**src/rtl/ledger_pkg.sv**
```systemverilog
// Shared definitions for the ledger write-back path: record layout,
// byte offsets inside the 48-bit record and the commit FSM encoding.
package ledger_pkg;

    // One ledger record is six bytes wide (48 bits).
    localparam int RECORD_BYTES = 6;
    localparam int RECORD_BITS  = RECORD_BYTES * 8;
    localparam int BYTE_IDX_W   = 3;

    // Byte offsets inside a record; byte 0 is the most significant byte.
    localparam logic [BYTE_IDX_W-1:0] OFF_P1_PRIV = 3'd0;
    localparam logic [BYTE_IDX_W-1:0] OFF_P1_PUB  = 3'd1;
    localparam logic [BYTE_IDX_W-1:0] OFF_P1_AMT  = 3'd2;
    localparam logic [BYTE_IDX_W-1:0] OFF_P2_PRIV = 3'd3;
    localparam logic [BYTE_IDX_W-1:0] OFF_P2_PUB  = 3'd4;
    localparam logic [BYTE_IDX_W-1:0] OFF_P2_AMT  = 3'd5;

    // Commit FSM states.
    typedef enum logic [1:0] {
        ST_IDLE   = 2'd0,
        ST_WRITE  = 2'd1,
        ST_VERIFY = 2'd2,
        ST_DONE   = 2'd3
    } wb_state_t;

endpackage

```
**src/rtl/ledger_byte_sel.sv**
```systemverilog
// Picks one byte out of a 48-bit ledger record by byte index.
// Index 0 is the MSB byte; out-of-range indices return zero.
module ledger_byte_sel
    import ledger_pkg::*;
(
    input  logic [RECORD_BITS-1:0] record,
    input  logic [BYTE_IDX_W-1:0]  idx,
    output logic [7:0]             rec_byte
);

    // Byte multiplexer over the six record fields.
    always_comb begin
        rec_byte = 8'h00;
        case (idx)
            OFF_P1_PRIV: rec_byte = record[47:40];
            OFF_P1_PUB:  rec_byte = record[39:32];
            OFF_P1_AMT:  rec_byte = record[31:24];
            OFF_P2_PRIV: rec_byte = record[23:16];
            OFF_P2_PUB:  rec_byte = record[15:8];
            OFF_P2_AMT:  rec_byte = record[7:0];
            default:     rec_byte = 8'h00;
        endcase
    end

endmodule

```
**src/rtl/ledger_writeback.sv**
```systemverilog
// Ledger write-back: commits a 48-bit record into the byte-wide ledger RAM
// as six consecutive byte writes, optionally reads the bytes back and flags
// any mismatch, then pulses done for one cycle.
//
// Handshake: start is sampled only in IDLE; a start seen while busy is
// dropped, not queued. busy is high in every non-IDLE state, done is a
// single-cycle pulse in DONE, and error (sticky until the next accepted
// start) is valid alongside done.
module ledger_writeback
    import ledger_pkg::*;
#(
    parameter int ADDR_WIDTH = 5,
    parameter int NUM_BYTES  = RECORD_BYTES,
    parameter bit VERIFY     = 1'b1
) (
    input  logic                   clock,
    input  logic                   resetn,
    input  logic                   start,
    input  logic [RECORD_BITS-1:0] result_in,
    input  logic [ADDR_WIDTH-1:0]  base_addr,
    output logic [ADDR_WIDTH-1:0]  ram_address,
    output logic [7:0]             ram_data,
    output logic                   ram_wren,
    input  logic [7:0]             ram_q,
    output logic                   busy,
    output logic                   done,
    output logic                   error,
    output wb_state_t              dbg_state
);

    // Last write index, and the extra trailing compare-only cycle of VERIFY.
    localparam logic [BYTE_IDX_W-1:0] LAST_IDX   = BYTE_IDX_W'(NUM_BYTES - 1);
    localparam logic [BYTE_IDX_W-1:0] VERIFY_END = BYTE_IDX_W'(NUM_BYTES);

    wb_state_t               state_q, state_d;
    logic [BYTE_IDX_W-1:0]   idx_q, idx_d;
    logic [RECORD_BITS-1:0]  rec_q, rec_d;
    logic [ADDR_WIDTH-1:0]   base_q, base_d;
    logic                    error_q, error_d;

    logic [BYTE_IDX_W-1:0]   sel_idx;
    logic [7:0]              sel_byte;

    // Byte index for the shared mux: the current write index, or in VERIFY
    // the index whose read data is arriving this cycle (one behind).
    always_comb begin
        sel_idx = idx_q;
        if (state_q == ST_VERIFY && idx_q != '0) begin
            sel_idx = idx_q - 3'd1;
        end
    end

    ledger_byte_sel u_byte_sel (
        .record   (rec_q),
        .idx      (sel_idx),
        .rec_byte (sel_byte)
    );

    // Next-state and RAM port logic for the commit FSM.
    always_comb begin
        state_d     = state_q;
        idx_d       = idx_q;
        rec_d       = rec_q;
        base_d      = base_q;
        error_d     = error_q;
        ram_wren    = 1'b0;
        ram_address = '0;
        ram_data    = 8'h00;

        case (state_q)
            ST_IDLE: begin
                if (start) begin
                    rec_d   = result_in;
                    base_d  = base_addr;
                    error_d = 1'b0;
                    idx_d   = '0;
                    state_d = ST_WRITE;
                end
            end

            ST_WRITE: begin
                ram_wren    = 1'b1;
                // Address wraps modulo 2^ADDR_WIDTH.
                ram_address = base_q + ADDR_WIDTH'(idx_q);
                ram_data    = sel_byte;
                if (idx_q == LAST_IDX) begin
                    idx_d   = '0;
                    state_d = VERIFY ? ST_VERIFY : ST_DONE;
                end else begin
                    idx_d = idx_q + 3'd1;
                end
            end

            ST_VERIFY: begin
                // Present address k while comparing the read data of k-1.
                if (idx_q != VERIFY_END) begin
                    ram_address = base_q + ADDR_WIDTH'(idx_q);
                end
                if (idx_q != '0 && ram_q != sel_byte) begin
                    error_d = 1'b1;
                end
                if (idx_q == VERIFY_END) begin
                    idx_d   = '0;
                    state_d = ST_DONE;
                end else begin
                    idx_d = idx_q + 3'd1;
                end
            end

            ST_DONE: begin
                state_d = ST_IDLE;
            end

            default: begin
                state_d = ST_IDLE;
            end
        endcase
    end

    // State, counter and snapshot registers; reset aborts any commit.
    always_ff @(posedge clock or negedge resetn) begin
        if (!resetn) begin
            state_q <= ST_IDLE;
            idx_q   <= '0;
            rec_q   <= '0;
            base_q  <= '0;
            error_q <= 1'b0;
        end else begin
            state_q <= state_d;
            idx_q   <= idx_d;
            rec_q   <= rec_d;
            base_q  <= base_d;
            error_q <= error_d;
        end
    end

    // Status outputs decoded from the registered state.
    always_comb begin
        busy      = (state_q != ST_IDLE);
        done      = (state_q == ST_DONE);
        error     = error_q;
        dbg_state = state_q;
    end

endmodule

```
**config.mk**
```make
export PLATFORM = sky130hd
export DESIGN_NAME = ledger_writeback
export DESIGN_NICKNAME = d
export VERILOG_FILES = /design/src/rtl/ledger_pkg.sv /design/src/rtl/ledger_byte_sel.sv /design/src/rtl/ledger_writeback.sv
export SDC_FILE = /design/constraint.sdc
export NUM_CORES = 1
export LEC_CHECK = 0
export CAP_MARGIN = 25
export CELL_PAD_IN_SITES_DETAIL_PLACEMENT = 2
export CELL_PAD_IN_SITES_GLOBAL_PLACEMENT = 2
export CORE_MARGIN = 4
export CORE_UTILIZATION = 33
export CTS_BUF_LIST = sky130_fd_sc_hd__clkbuf_8
export DETAILED_ROUTE_END_ITERATION = 6
export HOLD_SLACK_MARGIN = 0.03
export PLACE_DENSITY = 0.86
export RECOVER_POWER = 100
export SYNTH_ARGS = -nofsm -noshare
export SYNTH_HDL_FRONTEND = slang
export SYNTH_HIERARCHICAL = 1
export SYNTH_SLANG_ARGS = --single-unit
```
**constraint.sdc**
```tcl
create_clock -name clock -period 3.2 [get_ports clock]
set_input_delay 0.64 -clock clock [delete_from_list [all_inputs] [get_ports clock]]
set_output_delay 0.64 -clock clock [all_outputs]
set_load 0.1 [all_outputs]
```
# ---- Yosys cells after proc, flatten, opt, wreduce, memory -nomap -nowiden
# Cells that the tools add are included.
dict set report word_totals {
  input_bits 64
  reg_bits 59
  out_inout_bits 19
  elab_cells 53
}
dict set report op_classes {
  add_sub_neg 3
  muxes 17
  reduce_logical 12
  n_eq_ne 16
}
# op n
set op_table {}
lappend op_table {{8-bit case mux with 6 select lines} 1}
lappend op_table {{3-bit equality test (second input constant)} 4}
lappend op_table {{3-bit two-way mux} 4}
lappend op_table {{5-bit case mux with 2 select lines} 1}
lappend op_table {{3-bit case mux with 3 select lines} 1}
lappend op_table {{8-bit two-way mux} 1}
lappend op_table {{8-bit inequality test} 1}
lappend op_table {{2-bit case mux with 4 select lines} 1}
lappend op_table {{3-bit by 2-bit equality test with 1-bit output (second input constant)} 2}
lappend op_table {{2-bit two-way mux} 3}
lappend op_table {{3-bit AND reduction} 2}
lappend op_table {{3-bit nonzero test} 2}
lappend op_table {{5-bit by 3-bit adder with 5-bit output} 1}
lappend op_table {{5-bit two-way mux} 1}
lappend op_table {{2-bit equality test (second input constant)} 2}
lappend op_table {{2-bit by 1-bit inequality test with 1-bit output (second input constant)} 2}
lappend op_table {{2-bit inequality test (second input constant)} 2}
lappend op_table {{2-bit AND reduction} 2}
lappend op_table {{2-bit nonzero test} 2}
lappend op_table {{3-bit by 1-bit adder with 3-bit output (second input constant)} 1}
lappend op_table {{3-bit by 1-bit equality test with 1-bit output (second input constant)} 1}
lappend op_table {{3-bit logical NOT} 1}
lappend op_table {{1-bit two-way mux} 3}
lappend op_table {{3-bit inequality test (second input constant)} 1}
lappend op_table {{5 further kinds} 6}

# ---- Logic depth before layout (Yosys ltp)
# Gate-level depths: netlist (run 1).
dict set report logic_depth {
  depth_word 9
  depth_mapped 14
  depth_no_buf 13
}

# ---- Modules after synthesis
# Netlist (run 1), hierarchy kept.
# mod instances area_per_inst_um2 cells_each seq_area_each_um2
set by_module_without_submodules {}
lappend by_module_without_submodules {ledger_writeback 1 2716.4 203 1476.4}
lappend by_module_without_submodules {ledger_byte_sel 1 460.4 54 0.0}

# ---- Worst setup path before layout (run 1)
# Ideal clock, no wire load.
dict set report synth_timing {
  path_kind {reg2out}
  start {register state_q[0] (netlist: dbg_state[0])}
  end {output ram_address[2]}
  path_slack_ns -1.868
  n_path_buf 0
  arrival_ns 4.428
  path_stages_with_launch 4
  required_ns 2.560
  cell_sequence {dfrtp_1 ha_1 o21ai_1 nor3_1}
}
dict set report synth_between {
  elab_chain_len 2
  word_cells_on_any_way 3
  cone_classes {eq/ne: 2; mux: 1}
}
# element line
set synth_lines {}
lappend synth_lines {{start: declaration} ledger_writeback.sv:35} ;# wb_state_t state_q, state_d;
lappend synth_lines {{start signal: assignment} ledger_writeback.sv:129} ;# state_q <= state_d;
lappend synth_lines {{2-bit equality test / 2-bit by 1-bit equality test with 1-bit output (equally long branches)} ledger_writeback.sv:70} ;# case (state_q)
lappend synth_lines {{5-bit case mux with 2 select lines (*)} ledger_writeback.sv:70}
lappend synth_lines {{end: declaration} ledger_writeback.sv:21} ;# output logic [ADDR_WIDTH-1:0] ram_address,
# Every way passes the cells marked *; elsewhere a longest branch is shown, timed or not.

# ---- Worst setup path after layout (run 1)
dict set report layout_timing {
  start {register idx_q[0]}
  end {output ram_data[0]}
}
dict set report layout_between {
  elab_chain_len 6
  word_cells_on_any_way 12
  cone_classes {add/sub: 1; eq/ne: 5; mux: 3; reduce/logical: 3}
}
# element line
set layout_lines {}
lappend layout_lines {{start: declaration} ledger_writeback.sv:36} ;# logic [BYTE_IDX_W-1:0] idx_q, idx_d;
lappend layout_lines {{start signal: assignment} ledger_writeback.sv:130} ;# idx_q <= idx_d;
lappend layout_lines {{parallel branches: the longest is 2 deep, another holds 3-bit by 1-bit subtractor with 3-bit output} --}
lappend layout_lines {{3-bit two-way mux (*)} ledger_writeback.sv:48} ;# if (state_q == ST_VERIFY && idx_q != '0) begin
lappend layout_lines {{net sel_idx[0]} ledger_writeback.sv:41} ;# logic [BYTE_IDX_W-1:0] sel_idx;
lappend layout_lines {{3-bit equality test, or another cell as far along} ledger_byte_sel.sv:14} ;# case (idx)
lappend layout_lines {{8-bit case mux with 6 select lines (*)} ledger_byte_sel.sv:14}
lappend layout_lines {{net sel_byte[0]} ledger_writeback.sv:42} ;# logic [7:0] sel_byte;
lappend layout_lines {{8-bit two-way mux (*)} ledger_writeback.sv:70}
lappend layout_lines {{end: declaration} ledger_writeback.sv:22} ;# output logic [7:0] ram_data,
# Mark *: on every way through the listed nets, which the timed path passes.

==> results of run 1 <==
==> what timing repair did <==
action,in CTS,in global routing
resized for setup,55,33
gates cloned,2,0
endpoints found under the setup margin,8,9
buffers inserted,17,19
pin swaps,11,14
==> path summary, 6_finish.rpt <==
| kind | to |
|---|---|
| max | ram_data[0] |
| min | rec_q[19]$_DFFE_PN0P_ |
| max reg2reg | error$_DFFE_PN0P_ |
| min reg2reg | rec_q[19]$_DFFE_PN0P_ |
| max in group asynchronous | rec_q[44]$_DFFE_PN0P_ |
| min in group asynchronous | base_q[1]$_DFFE_PN0P_ |
==> sequential cells by signal (all words and copies together) (netlist names) <==
name	flops
dbg_state	2
rec_q	48
idx_q	3
base_q	5
error	1
==> routing by layer <==
metal	GRT usage, %	share of wire, %	wire length (µm)
met2	47.5	56	8010
met5	0	0	0
met4	7.49	2.7	391
met1	26.2	37	5340
met3	4.61	3.8	550
==> per-stage QoR <==
step,instances,area (µm²),setup TNS [ns]
6_report,520,5240,-0.714
5_1_grt,520,5240,-1.32
4_1_cts,505,5040,-0.394
3_5_place_dp,471,4360,-0.251
3_3_place_gp,471,4360,0
2_1_floorplan,257,3230,-0.334
==> kinds of logic after synthesis <==
kind of cell               Yosys count
muxes                               72
adders and majority gates           15
xor gates and xnor gates            11
buffers and inverters               21
and+or+nand+nor                     41
DFF                                 59
AOI/OAI and AO/OA                   38
==> cell usage in the layout (no fill, tap or decap), types with 11 or more instances in the layout <==
| master | netlist | layout |
|---|---|---|
| clkdlybuf4s50_1 | 0 | 62 |
| dfrtp_1 | 59 | 57 |
| mux2_2 | 56 | 49 |
| buf_4 | 0 | 36 |
| buf_12 | 1 | 15 |
| ha_1 | 14 | 11 |
| clkbuf_8 | 0 | 11 |
==> area by class of cell <==
| type | instances | area (µm²) |
|---|---|---|
| sequential | 59 | 1480 |
| inverter | 10 | 42.5 |
| multi-input combinational | 177 | 1960 |
| clock buffer | 11 | 151 |
| fill | 858 | 4050 |
| clock inverter | 5 | 124 |
| tap | 129 | 161 |
| timing repair buffer | 129 | 1320 |
==> power breakdown <==
part           total, mW  leakage (nW)  switching (mW)  internal (mW)
combinational       4.60          1.33            2.57           2.03
sequential          1.47         0.700           0.344           1.13
clock              0.985         0.141           0.348          0.637
==> flow_summary.json, run 1 <==
{
  "synth_common_cells": "dfrtp_1, mux2_2, mux2i_1",
  "fin_ws_ns": -0.123,
  "dieHeight_um": 106,
  "fp.dieW_um": 106,
  "whs_path_depth": 1,
  "crit_buf_inv": 4,
  "status": "finished, violations left",
  "wl_mm": 14.3,
  "grt.overflow.total": 0,
  "numPortBuffers": 82,
  "wl_per_cell_um": 27.5,
  "post-route-drc-count": 0,
  "hpwl_mm": 7.45,
  "yosysSeqAreaShare_pct": 46.5,
  "clkTransAtPathRegs_ns": 0.08,
  "hold_viol": 0,
  "antenna_found_initial": 0,
  "viasPerCell": 5.18,
  "synth_cell_types": 38,
  "grt_pass1_vias": 3223,
  "skew_ns": 0.00651,
  "cts_buffer_depth": 2,
  "area_delta_synth_final_pct": 64.9,
  "synth_fp_nets": 336,
  "synthArstFlopShare_pct": 100,
  "ys_warn_count": 6,
  "start_util_pct": 34.2,
  "critPathMostFrequentCell": "buf_12",
  "max-cap-violations": 1,
  "tightest_slew_ns": 1.91,
  "avgSynthCellArea_um2": 12.4,
  "slowest_delay_ns": 0.41,
  "grtUsageTotal_pct": 24.4,
  "tritoncts": "done",
  "ff2ff_setup_slack_ns": 0.26,
  "ctsHoldBuffers": 0,
  "clk_latency_ns": 0.35,
  "relSlewSlack_pct": -27.6,
  "cp_top_family": "simple AND/OR/NAND/NOR gates",
  "ys_ff_latch": 59,
  "num_io_pins": 83,
  "min_from": "rec_q[19]$_DFFE_PN0P_",
  "gp_congestion": 0.795,
  "crit_arrival_ns": 2.68,
  "finalCritPeriodShare_pct": 104,
  "end_kind": "primary output",
  "crit_fanout": 7,
  "ant_nets": 0,
  "synthAdderAreaFrac_pct": 6.14,
  "setup_violations": 8,
  "critPathKind": "reg2out",
  "maxSlewViolCount": 33,
  "cts_root_buf": "clkbuf_8",
  "r2r_start": "idx_q[0]$_DFFE_PN0P_",
  "grt_max_degree": 55,
  "violations": "max-capacitance violations, max-slew violations, negative setup slack",
  "power_density_nw_per_um2": 1350,
  "vias": 2695,
  "drt_iter0_markers": 98,
  "synthMuxAreaShare_pct": 24.9,
  "synth.area.top_cells": "dfrtp_1, mux2_2, ha_1",
  "p_leak_nw": 2.17,
  "rsz0062_at_grt": "true",
  "crit_cells": 11,
  "max_freq_mhz": 301,
  "syn_inst": 257,
  "synth-main-ff-cell": "dfrtp_1",
  "grt_pass1_wl_mm": 20.2,
  "fin_crit_ns": 3.32,
  "num-nets-final": 465,
  "synth_compound_area_share_pct": 8.07,
  "antennaDiodeCount": 0,
  "reg2regPathDepth": 15,
  "synth_top_family_by_area": "multiplexers",
  "whs_ns": 0.529,
  "synth_xor_area_share_pct": 3.03,
  "cts.sinks": 59,
  "synth_edf_count": 0,
  "cp-startpoint": "idx_q[0]$_DFFE_PN0P_",
  "startpoint_type": "flop",
  "synth.most_common_cell": "dfrtp_1",
  "drt-pass1-iter-count": 4,
  "path_cells": "inv_2 > ha_4 > inv_4 > o21ai_4 > xnor2_4 > buf_12 > mux2i_2 > or3_4 > o221ai_4 > and2_4 > buf_12",
  "hold_class": "reg2reg",
  "synth_top_area_share_pct": 46.5,
  "synth_area_leader_cell": "dfrtp_1",
  "cp_slowest_cell": "dfrtp_1",
  "mappedNetlistArea_um2": 3180,
  "critPathRequiredTime_ns": 2.56,
  "total_power_mw": 7.05,
  "finish.utilization_pct": 56.4,
  "cts_buffers": 9,
  "rows": 35,
  "drive_above_1_share_pct": 49.4,
  "place_ws_ns": -0.0941,
  "die_area_um2": 11300,
  "ir_drop_v": 0.000743,
  "yosys.area_share.simple_pct": 7.29,
  "core_area_um2": 9280,
  "cts_max_level": 3
}
Power figures use the tool's default switching activity.
==> run 2, diff against run 1 <==
- SLEW_MARGIN: unset -> 30
==> results of run 2 <==
Final layout, timing and power as in run 1 (identical DEF).
==> run 3, diff against run 2 <==
- HOLD_SLACK_MARGIN: 0.03 -> unset
- TNS_END_PERCENT: unset -> 100
==> results of run 3 <==
Final layout, timing and power as in run 1 (identical DEF).
